===== src/rtl/edge_event_arbiter_if.sv =====
// Event output handshake between edge_event_arbiter (master) and its consumer (slave).
interface edge_event_arbiter_if #(
    parameter int ID_W = 2
);
    logic            evt_valid;
    logic            evt_ready;
    logic [ID_W-1:0] evt_id;
    logic            evt_rise;

    modport master (output evt_valid, output evt_id, output evt_rise, input evt_ready);
    modport slave  (input evt_valid, input evt_id, input evt_rise, output evt_ready);
endinterface


===== src/rtl/edge_event_arbiter.sv =====
// Per-channel edge detection with one pending event per channel, sticky overflow
// and a round-robin arbiter sharing a single valid/ready event port.
module edge_event_arbiter #(
    parameter int N    = 4,
    parameter int ID_W = 2
) (
    input  logic                 clk,
    input  logic                 rst,
    input  logic [N-1:0]         data,
    input  logic [1:0]           mode,
    input  logic [N-1:0]         enable_mask,
    output logic [N-1:0]         overflow,
    input  logic [N-1:0]         ovf_clr,
    edge_event_arbiter_if.master evt
);

    typedef enum logic {S_IDLE = 1'b0, S_PRESENT = 1'b1} state_t;

    localparam logic [ID_W:0] L_N = (ID_W+1)'(N);

    state_t          r_state;
    state_t          w_state_nxt;
    logic [N-1:0]    r_prev;
    logic            r_primed;
    logic [N-1:0]    r_pend;
    logic [N-1:0]    r_ptype;
    logic [N-1:0]    r_ovf;
    logic [ID_W-1:0] r_last_grant;
    logic            r_evt_valid;
    logic [ID_W-1:0] r_evt_id;
    logic            r_evt_rise;

    logic            w_rise_en;
    logic            w_fall_en;
    logic [N-1:0]    w_qrise;
    logic [N-1:0]    w_qfall;
    logic [N-1:0]    w_edge;
    logic [N-1:0]    w_acc_vec;
    logic            w_found;
    logic [ID_W-1:0] w_sel;
    logic [ID_W:0]   w_idx;
    logic            w_load;
    logic            w_accept;

    // Edges are suppressed for the first cycle out of reset so prev can prime
    assign w_rise_en = (mode == 2'b00) || (mode == 2'b10);
    assign w_fall_en = (mode == 2'b01) || (mode == 2'b10);
    assign w_qrise   = {N{r_primed & w_rise_en}} & enable_mask & data & ~r_prev;
    assign w_qfall   = {N{r_primed & w_fall_en}} & enable_mask & ~data & r_prev;
    assign w_edge    = w_qrise | w_qfall;

    always_comb begin
        w_acc_vec = '0;
        if (w_accept) begin
            w_acc_vec[r_evt_id] = 1'b1;
        end
    end

    // Round-robin search starting one past the last granted channel
    always_comb begin
        w_found = 1'b0;
        w_sel   = '0;
        w_idx   = '0;
        for (int k = 1; k <= N; k++) begin
            w_idx = {1'b0, r_last_grant} + k[ID_W:0];
            if (w_idx >= L_N) begin
                w_idx = w_idx - L_N;
            end
            if (!w_found && r_pend[w_idx[ID_W-1:0]]) begin
                w_found = 1'b1;
                w_sel   = w_idx[ID_W-1:0];
            end
        end
    end

    always_comb begin
        w_state_nxt = r_state;
        w_load      = 1'b0;
        w_accept    = 1'b0;
        case (r_state)
            S_IDLE: begin
                if (w_found) begin
                    w_load      = 1'b1;
                    w_state_nxt = S_PRESENT;
                end
            end
            S_PRESENT: begin
                if (evt.evt_ready) begin
                    w_accept    = 1'b1;
                    w_state_nxt = S_IDLE;
                end
            end
        endcase
    end

    always_ff @(posedge clk) begin
        if (rst) begin
            r_state <= S_IDLE;
        end else begin
            r_state <= w_state_nxt;
        end
    end

    always_ff @(posedge clk) begin
        if (rst) begin
            r_evt_valid  <= 1'b0;
            r_evt_id     <= '0;
            r_evt_rise   <= 1'b0;
            r_last_grant <= ID_W'(N-1);
        end else if (w_load) begin
            r_evt_valid <= 1'b1;
            r_evt_id    <= w_sel;
            r_evt_rise  <= r_ptype[w_sel];
        end else if (w_accept) begin
            r_evt_valid  <= 1'b0;
            r_last_grant <= r_evt_id;
        end
    end

    // An edge arriving as the channel is accepted replaces the event instead of overflowing
    always_ff @(posedge clk) begin
        if (rst) begin
            r_prev   <= '0;
            r_primed <= 1'b0;
            r_pend   <= '0;
            r_ptype  <= '0;
            r_ovf    <= '0;
        end else begin
            r_prev   <= data;
            r_primed <= 1'b1;
            for (int i = 0; i < N; i++) begin
                if (w_edge[i] && (!r_pend[i] || w_acc_vec[i])) begin
                    r_pend[i]  <= 1'b1;
                    r_ptype[i] <= w_qrise[i];
                end else if (w_acc_vec[i]) begin
                    r_pend[i] <= 1'b0;
                end
                if (w_edge[i] && r_pend[i] && !w_acc_vec[i]) begin
                    r_ovf[i] <= 1'b1;
                end else if (ovf_clr[i]) begin
                    r_ovf[i] <= 1'b0;
                end
            end
        end
    end

    assign evt.evt_valid = r_evt_valid;
    assign evt.evt_id    = r_evt_id;
    assign evt.evt_rise  = r_evt_rise;
    assign overflow      = r_ovf;

endmodule


===== src/flat_wrapper.sv =====
// flat-port wrapper written by rule: the top's interface ports become plain ports
module edge_event_arbiter_flat 
#(
    parameter int N    = 4,
    parameter int ID_W = 2
)
  (clk, rst, data, mode, enable_mask, overflow, ovf_clr, evt_evt_valid, evt_evt_id, evt_evt_rise, evt_evt_ready);
  edge_event_arbiter_if #(.ID_W(ID_W)) evt_i ();
  input  logic clk;
  input  logic rst;
  input  logic [N-1:0] data;
  input  logic [1:0] mode;
  input  logic [N-1:0] enable_mask;
  output logic [N-1:0] overflow;
  input  logic [N-1:0] ovf_clr;
  output wire logic [$bits(evt_i.evt_valid)-1:0] evt_evt_valid;
  output wire logic [$bits(evt_i.evt_id)-1:0] evt_evt_id;
  output wire logic [$bits(evt_i.evt_rise)-1:0] evt_evt_rise;
  input wire logic [$bits(evt_i.evt_ready)-1:0] evt_evt_ready;
  assign evt_evt_valid = evt_i.evt_valid;
  assign evt_evt_id = evt_i.evt_id;
  assign evt_evt_rise = evt_i.evt_rise;
  assign evt_i.evt_ready = evt_evt_ready;
  edge_event_arbiter #(.N(N), .ID_W(ID_W)) u_core (.clk(clk), .rst(rst), .data(data), .mode(mode), .enable_mask(enable_mask), .overflow(overflow), .ovf_clr(ovf_clr), .evt(evt_i));
endmodule

===== config.mk =====
export PLATFORM = sky130hd
export DESIGN_NAME = edge_event_arbiter_flat
export DESIGN_NICKNAME = d
export VERILOG_FILES = /design/src/rtl/edge_event_arbiter_if.sv /design/src/rtl/edge_event_arbiter.sv /design/src/flat_wrapper.sv
export SDC_FILE = /design/constraint.sdc
export NUM_CORES = 1
export LEC_CHECK = 0
export BUFFER_PORTS_ARGS = -buffer_cell sky130_fd_sc_hd__buf_4
export CORE_ASPECT_RATIO = 1.5
export CORE_UTILIZATION = 30
export DETAILED_ROUTE_END_ITERATION = 12
export HOLD_SLACK_MARGIN = 0.15
export PLACE_DENSITY = 0.54
export SLEW_MARGIN = 20
export SYNTH_ARGS = -nofsm -noshare
export SYNTH_HDL_FRONTEND = slang
export SYNTH_SLANG_ARGS = --single-unit
export TNS_END_PERCENT = 100

===== constraint.sdc =====
create_clock -name clk -period 2.7 [get_ports clk]
set_input_delay 0.135 -clock clk [delete_from_list [all_inputs] [get_ports clk]]
set_output_delay 0.135 -clock clk [all_outputs]
set_load 0.02 [all_outputs]

==> results of run 1 <==
## flip-flops by register name (all words and copies together), names as in the netlist, 2 cells and up
signal	count
u_core.r_pend	4
u_core.r_last_grant	2
u_core.evt.evt_id	2
u_core.overflow	4
u_core.r_prev	4
u_core.r_ptype	4
## final timing paths
kind | endpoint | depth (start not counted) | slack [ps] | from
min | u_core.r_ptype[0] | 3 | 150 | enable_mask[0]
min reg2reg | u_core.overflow[2] | 2 | 500 | u_core.overflow[2]
max | u_core.r_ptype[0] | 5 | 1160 | u_core.r_state
max reg2reg | u_core.r_ptype[0] | 5 | 1160 | u_core.r_state
## worst max-delay path, cell delays in order (launching register included)
cell and delay (ps):
sky130_fd_sc_hd__dfxtp_1 460, sky130_fd_sc_hd__nand2_1 250, sky130_fd_sc_hd__o31ai_2 370, sky130_fd_sc_hd__nand3_1 120, sky130_fd_sc_hd__a32oi_1 170, sky130_fd_sc_hd__nor2_1 50
## cell type report
type / count / share of cell area, %
multi-input combinational: 80 / 36.9
tap: 40 / 3.61
clock buffer: 4 / 3.97
timing repair buffer: 31 / 18.1
sequential: 24 / 34.7
inverter: 10 / 2.71
## per-stage QoR
stage | util (%) | hold WS, ps | power [mW] | std cells
after floorplan | - | 256 | 0.455 | 116
after global placement | 39.1 | 372 | 0.498 | 178
after detailed placement | 39.1 | 373 | 0.501 | 178
after CTS | 43.0 | 150 | 0.755 | 189
after global routing | 43.0 | 168 | 0.782 | 189
final | 43.0 | 145 | 0.748 | 189
## layer usage
metal  routed length [um]  up-vias  track usage (%)  part of all wire [%]
met1                 1050      483             17.2                    41
met3                   67        7             2.45                   2.6
met5                    0        -                0                     0
met2                 1340       23             27.0                    53
li1                     -      491                -                     -
met4                   75        0             10.8                   3.0
## where the power goes
| part | total (mW) | internal [mW] | switching [mW] |
|---|---|---|---|
| clock | 0.248 | 0.130 | 0.118 |
| sequential | 0.390 | 0.371 | 0.0189 |
| combinational | 0.110 | 0.0554 | 0.0550 |
## logic make-up after synthesis
group                      share of synthesized area, %
buffers and inverters                              4.34
AOI/OAI and AO/OA                                  22.8
muxes                                              1.93
adders and majority gates                          2.41
DFF                                                46.3
and+or+nand+nor                                    22.2
## cells in the mapped netlist (all sizes together)
cell     instances  area [um2]
inv             10        37.5
nor4             1        12.5
ha               2        25.0
o31ai            2        25.0
clkbuf           2        7.51
mux2i            2        20.0
o22ai            2        12.5
and3             1        6.26
a32oi            4        35.0
a2bb2oi          4        35.0
or4              1        7.51
a221oi           1        8.76
o221ai           1        8.76
nand3            7        35.0
dfxtp           24         480
nand2            5        18.8
a21oi            6        30.0
nor3b            8        60.1
o21ai            8        40.0
o211ai           2        15.0
o22a             1        8.76
nand2b           1        6.26
nor3             2        10.0
nor2b            4        25.0
nor2            13        48.8
a221o            1        10.0
a211oi           1        7.51
## repair_timing
action / 4_1_cts / 5_1_grt
hold buffers: 7 / 0
setup endpoints to repair: 0 / 0
endpoints found under the hold margin: 7 / 0
## layout by cell type, fill, tap and decap left out, types with 5 or more instances in the layout
master / instances
sky130_fd_sc_hd__o21ai_0: 6
sky130_fd_sc_hd__dlygate4sd3_1: 7
sky130_fd_sc_hd__nor3b_1: 8
sky130_fd_sc_hd__inv_1: 9
sky130_fd_sc_hd__nand3_1: 7
sky130_fd_sc_hd__buf_4: 24
sky130_fd_sc_hd__nand2_1: 5
sky130_fd_sc_hd__nor2_1: 13
sky130_fd_sc_hd__a21oi_1: 6
sky130_fd_sc_hd__dfxtp_1: 24
==> flow_summary.ini, run 1 <==
[sta]
finalMaxSlewViolations = 0
final_clock_skew_ps = 4.69
setup_repair_after_global_routing_missed_its_margin = no
final_min_period_over_clock_period_pct = 56.9
timing.final.ws_setup_ps = 1160
timing.slew.headroom_pct = 65.7
timing_hold_violations_final = 0
setup-violations-final = 0
worst_slew_pin_slew_ps = 510
min_period_ps = 1540
finalSetupTns_ps = 0
max_freq_mhz = 651

[final_layout]
layout.area.seq_um2 = 480
multiInputGateArea_um2 = 512
num-fill-cells = 332
final_std_cell_area_no_fill_um2 = 1390
area_growth_pct = 33.5
layout-drive-gt1-share_pct = 21.5
antenna_cells = 0
final_net_count = 169

[global_route]
grt_overflow_total = 0
grt_start_max_net_pins = 22
grt_first_pass_wirelength_um = 4310
antenna_found_initial = 0
grt_pass1_vias = 993
grt_util_all_layers_pct = 15.5

[worst_hold_path]
worst_min_delay_path_class = primary input to flop

[die]
placement_rows = 25
die_x_um = 50.0
die_area_um2 = 3700
pin_count = 25
coreArea_um2 = 3220
initial_core_util_pct = 32.2
die_height_um = 74.0

[drt]
via_count = 1004
drc = 0
detail_route.iter0.violations = 27
drt-total-wl_um = 2530
routed_via_density = 5.31
detailed_route_wire_length_per_cell_um = 13.4
detail-route-antenna-nets = 0
drt_first_pass_iters = 4

[clock_tree]
clock_insertion_delay_worst_skew_ps = 270
cts-buffers-inserted = 3
ctsHtreeMaxLevel = 1
clock_buffer_depth = 2
clock_tree.root_cell = sky130_fd_sc_hd__clkbuf_8
clk_pin_slew_worst_paths_ps = 90
cts_num_sinks = 24
postCtsSetupRepairBufs = 0
cts.repair.resized = 0
tritoncts = yes

[job]
cap_violations = 0

[placement]
placedInstanceArea_um2 = 1260
gp_congestion = 0.809
dp_hpwl_um = 1890
dp_worst_setup_slack_ps = 1050
io_buffers = 24

[synth]
yosys_register_bits = 24
number_of_distinct_library_cells_after_synthesis = 29
syn_warnings = 0
syn_inst = 116
postSynthAreaPerCell_um2 = 8.94
synth-seq-area-share_pct = 46.3
post_synth_instance_area_um2 = 1040
synth_nets = 135

[setup_path]
worstPathRequired_ps = 2860
criticalPathCategory = flop to flop
timing.critical_path.fanout_max = 8
crit_arrival_ps = 1700
worstSetupStartpointType = flop
critPathCaptureType = flop

[pwr]
power.leakage_nw = 0.550
power_per_cell_area_nw_per_um2 = 540
irDropWorstVdd_mv = 0.251

[run_status]
run_status = complete, no violations
(Power assumes the default switching activity.)
==> run 2: changes to the inputs <==
--- a/config.mk
+++ b/config.mk
@@ -5,12 +5,13 @@
 export SDC_FILE = /design/constraint.sdc
 export NUM_CORES = 1
 export LEC_CHECK = 0
+export ABC_AREA = 1
 export BUFFER_PORTS_ARGS = -buffer_cell sky130_fd_sc_hd__buf_4
 export CORE_ASPECT_RATIO = 1.5
 export CORE_UTILIZATION = 30
 export DETAILED_ROUTE_END_ITERATION = 12
 export HOLD_SLACK_MARGIN = 0.15
-export PLACE_DENSITY = 0.54
+export PLACE_DENSITY = 0.53
 export SLEW_MARGIN = 20
 export SYNTH_ARGS = -nofsm -noshare
 export SYNTH_HDL_FRONTEND = slang
==> constraint.sdc (replaced) <==
create_clock -name clk -period 1.45 [get_ports clk]
set_input_delay 0.0725 -clock clk [delete_from_list [all_inputs] [get_ports clk]]
set_output_delay 0.0725 -clock clk [all_outputs]
set_load 0.02 [all_outputs]
==> run 2 against run 1 <==
Net effect:
- the run now ends with setup timing left
- via count up 31%
- setup slack lost 1200 ps
- total power grew to 2.7 times the previous value
- sequential share of layout area fell by 9.5 points
- maximum frequency is 3.9% higher
- largest cell class unchanged
- largest power group unchanged
==> flow_summary.ini, run 2 <==
[run_status]
run_status = finished with violations
violated_checks = setup timing

[worst_hold_path]
worst_min_delay_path_class = primary input to flop
min_delay_path_depth = 5

[synth]
synth.area.top_cells = sky130_fd_sc_hd__dfxtp_1, sky130_fd_sc_hd__nand2_1, sky130_fd_sc_hd__inv_1
yosys.cell_count.top_type = sky130_fd_sc_hd__nand2_1
syn_warnings = 0
syn_inst = 192
yosysTopAreaCellShare_pct = 37.2
synth_async_sr_flop_share_pct = 0
synth.top_cells.by_count = sky130_fd_sc_hd__nand2_1, sky130_fd_sc_hd__inv_1, sky130_fd_sc_hd__dfxtp_1
synth_enable_flop_cells = 0
post_synth_instance_area_um2 = 1290
synthDominantAreaCellType = sky130_fd_sc_hd__dfxtp_1
synth-seq-area-share_pct = 37.2
synth_nets = 211
yosys_register_bits = 24
postSynthAreaPerCell_um2 = 6.72
number_of_distinct_library_cells_after_synthesis = 23
synth_ff_type = sky130_fd_sc_hd__dfxtp_1

[pwr]
power.leakage_nw = 0.953
totalPowerFinal_mw = 2.01
power_per_cell_area_nw_per_um2 = 1040
irDropWorstVdd_mv = 0.643

[final_layout]
most_frequent_cells_in_the_layout = sky130_fd_sc_hd__nand2_1, sky130_fd_sc_hd__buf_4, sky130_fd_sc_hd__inv_1, sky130_fd_sc_hd__dfxtp_1, sky130_fd_sc_hd__nand2_2
final_std_cell_area_no_fill_um2 = 1940
num-fill-cells = 405
final_net_count = 267
layout.area.seq_um2 = 488
fin_cells = 292
layout-drive-gt1-share_pct = 35.6
antenna_cells = 0
area_growth_pct = 50.0
multiInputGateArea_um2 = 739

[sta]
timing.final.ws_setup_ps = -28.1
timing_hold_violations_final = 0
setup_repair_after_global_routing_missed_its_margin = yes
max_freq_mhz = 677
final_clock_skew_ps = 7.68
worst_slew_pin_slew_ps = 395
min_period_ps = 1480
timing.slew.headroom_pct = 73.5
finalMaxSlewViolations = 0
final.hold.worst_slack_ps = 180
setup-violations-final = 1
final_min_period_over_clock_period_pct = 102
finalSetupTns_ps = -28.1

[drt]
detailroute.wirelength.met3_um = 50
routed_via_density = 4.52
detail-route-antenna-nets = 0
drt-total-wl_um = 3190
detailed_route_wire_length_per_cell_um = 10.9
drc = 0
top_layer = met4
detail_route.iter0.violations = 14
drt_first_pass_iters = 4
met2_length_um = 1860
via_count = 1319
routedLengthMet1_um = 1240

[global_route]
grt_start_max_net_pins = 18
grt_first_pass_wirelength_um = 5330
antenna_found_initial = 0
grt_util_all_layers_pct = 15.0
grt_overflow_total = 0
grt_pass1_vias = 1270

[setup_path]
critPathCaptureType = flop
crit_arrival_ps = 1660
criticalPathCategory = flop to flop
worstSetupStartpointType = flop
length_in_cells_of_the_worst_reg_to_reg_path = 11
worstPathRequired_ps = 1630
timing.critical_path.fanout_max = 8

[placement]
placedInstanceArea_um2 = 1630
placedCellCount = 273
dp_hpwl_um = 2460
io_buffers = 24
gp_congestion = 0.810

[die]
die_area_um2 = 4570
placement_rows = 28
pin_count = 25
die_x_um = 55.5
coreArea_um2 = 4030
die_height_um = 82.3
initial_core_util_pct = 32.0

[clock_tree]
clock_tree.root_cell = sky130_fd_sc_hd__clkbuf_8
clock_buffer_depth = 2
cts_num_sinks = 24
tritoncts = yes
cts-buffers-inserted = 3
clock_insertion_delay_worst_skew_ps = 270
ctsHtreeMaxLevel = 1
clk_pin_slew_worst_paths_ps = 90

[job]
cap_violations = 0
==> run 2: metal layers <==
layer  GRT usage [%]  vias up
met5               0        -
met4            5.75        0
met3            2.02        4
met2            30.8       12
met1            15.2      589
li1                -      714
==> run 2: cell families after synthesis <==
group	count (synthesis)	share of synthesized area, %
adders and majority gates	2	1.94
DFF	24	37.2
buffers and inverters	39	11.3
AOI/OAI and AO/OA	32	14.1
and+or+nand+nor	95	35.4
==> run 2: worst paths after layout <==
check	from	endpoint	slack (ps)
setup / recovery	u_core.r_last_grant[0]	u_core.evt.evt_rise	-30
hold / removal	enable_mask[0]	u_core.r_ptype[0]	180
setup reg to reg	u_core.r_last_grant[0]	u_core.evt.evt_rise	-30
hold reg to reg	u_core.r_ptype[0]	u_core.r_ptype[0]	470
==> run 2: report_power, final <==
group | switching, mW | total, mW | internal, mW
clock network | 0.221 | 0.590 | 0.369
registers | 0.0643 | 0.781 | 0.717
logic | 0.336 | 0.637 | 0.301
total | 0.622 | 2.01 | 1.39
==> run 2: final cells by class <==
cell class | count | area share [%]
clock buffer | 3 | 2.13
tap | 45 | 2.91
timing repair buffer | 53 | 22.4
sequential | 24 | 25.2
clock inverter | 1 | 1.55
inverter | 37 | 7.56
multi-input combinational | 129 | 38.2
==> run 2: worst max-delay path, cell delays in order, from the launching register on <==
cell and delay [ps]:
sky130_fd_sc_hd__dfxtp_4 410, sky130_fd_sc_hd__inv_6 60, sky130_fd_sc_hd__nand2_1 80, sky130_fd_sc_hd__nand2_2 70, sky130_fd_sc_hd__nand2_4 70, sky130_fd_sc_hd__nand2_4 60, sky130_fd_sc_hd__nor2_4 120, sky130_fd_sc_hd__nand4_1 170
sky130_fd_sc_hd__a21oi_2 180, sky130_fd_sc_hd__nand3_1 80, sky130_fd_sc_hd__nand2_1 70, sky130_fd_sc_hd__nor2_2 30
==> run 2: repair_timing <==
action / CTS / global route
gates resized for setup: 2 / 28
cloned: 0 / 0
setup buffers: 0 / 2
endpoints found under the hold margin: 14 / 0
endpoints found under the setup margin: 4 / 10
hold buffers: 13 / 0
pin swaps: 1 / 7
==> run 2: through the flow <==
stage                     utilization (%)  setup slack (ps)
after floorplan                         -              35.5
after global placement               40.4             -69.6
after detailed placement             40.4             -81.8
after CTS                            45.5             -46.5
after global routing                 48.0              -134
final                                48.0             -28.1
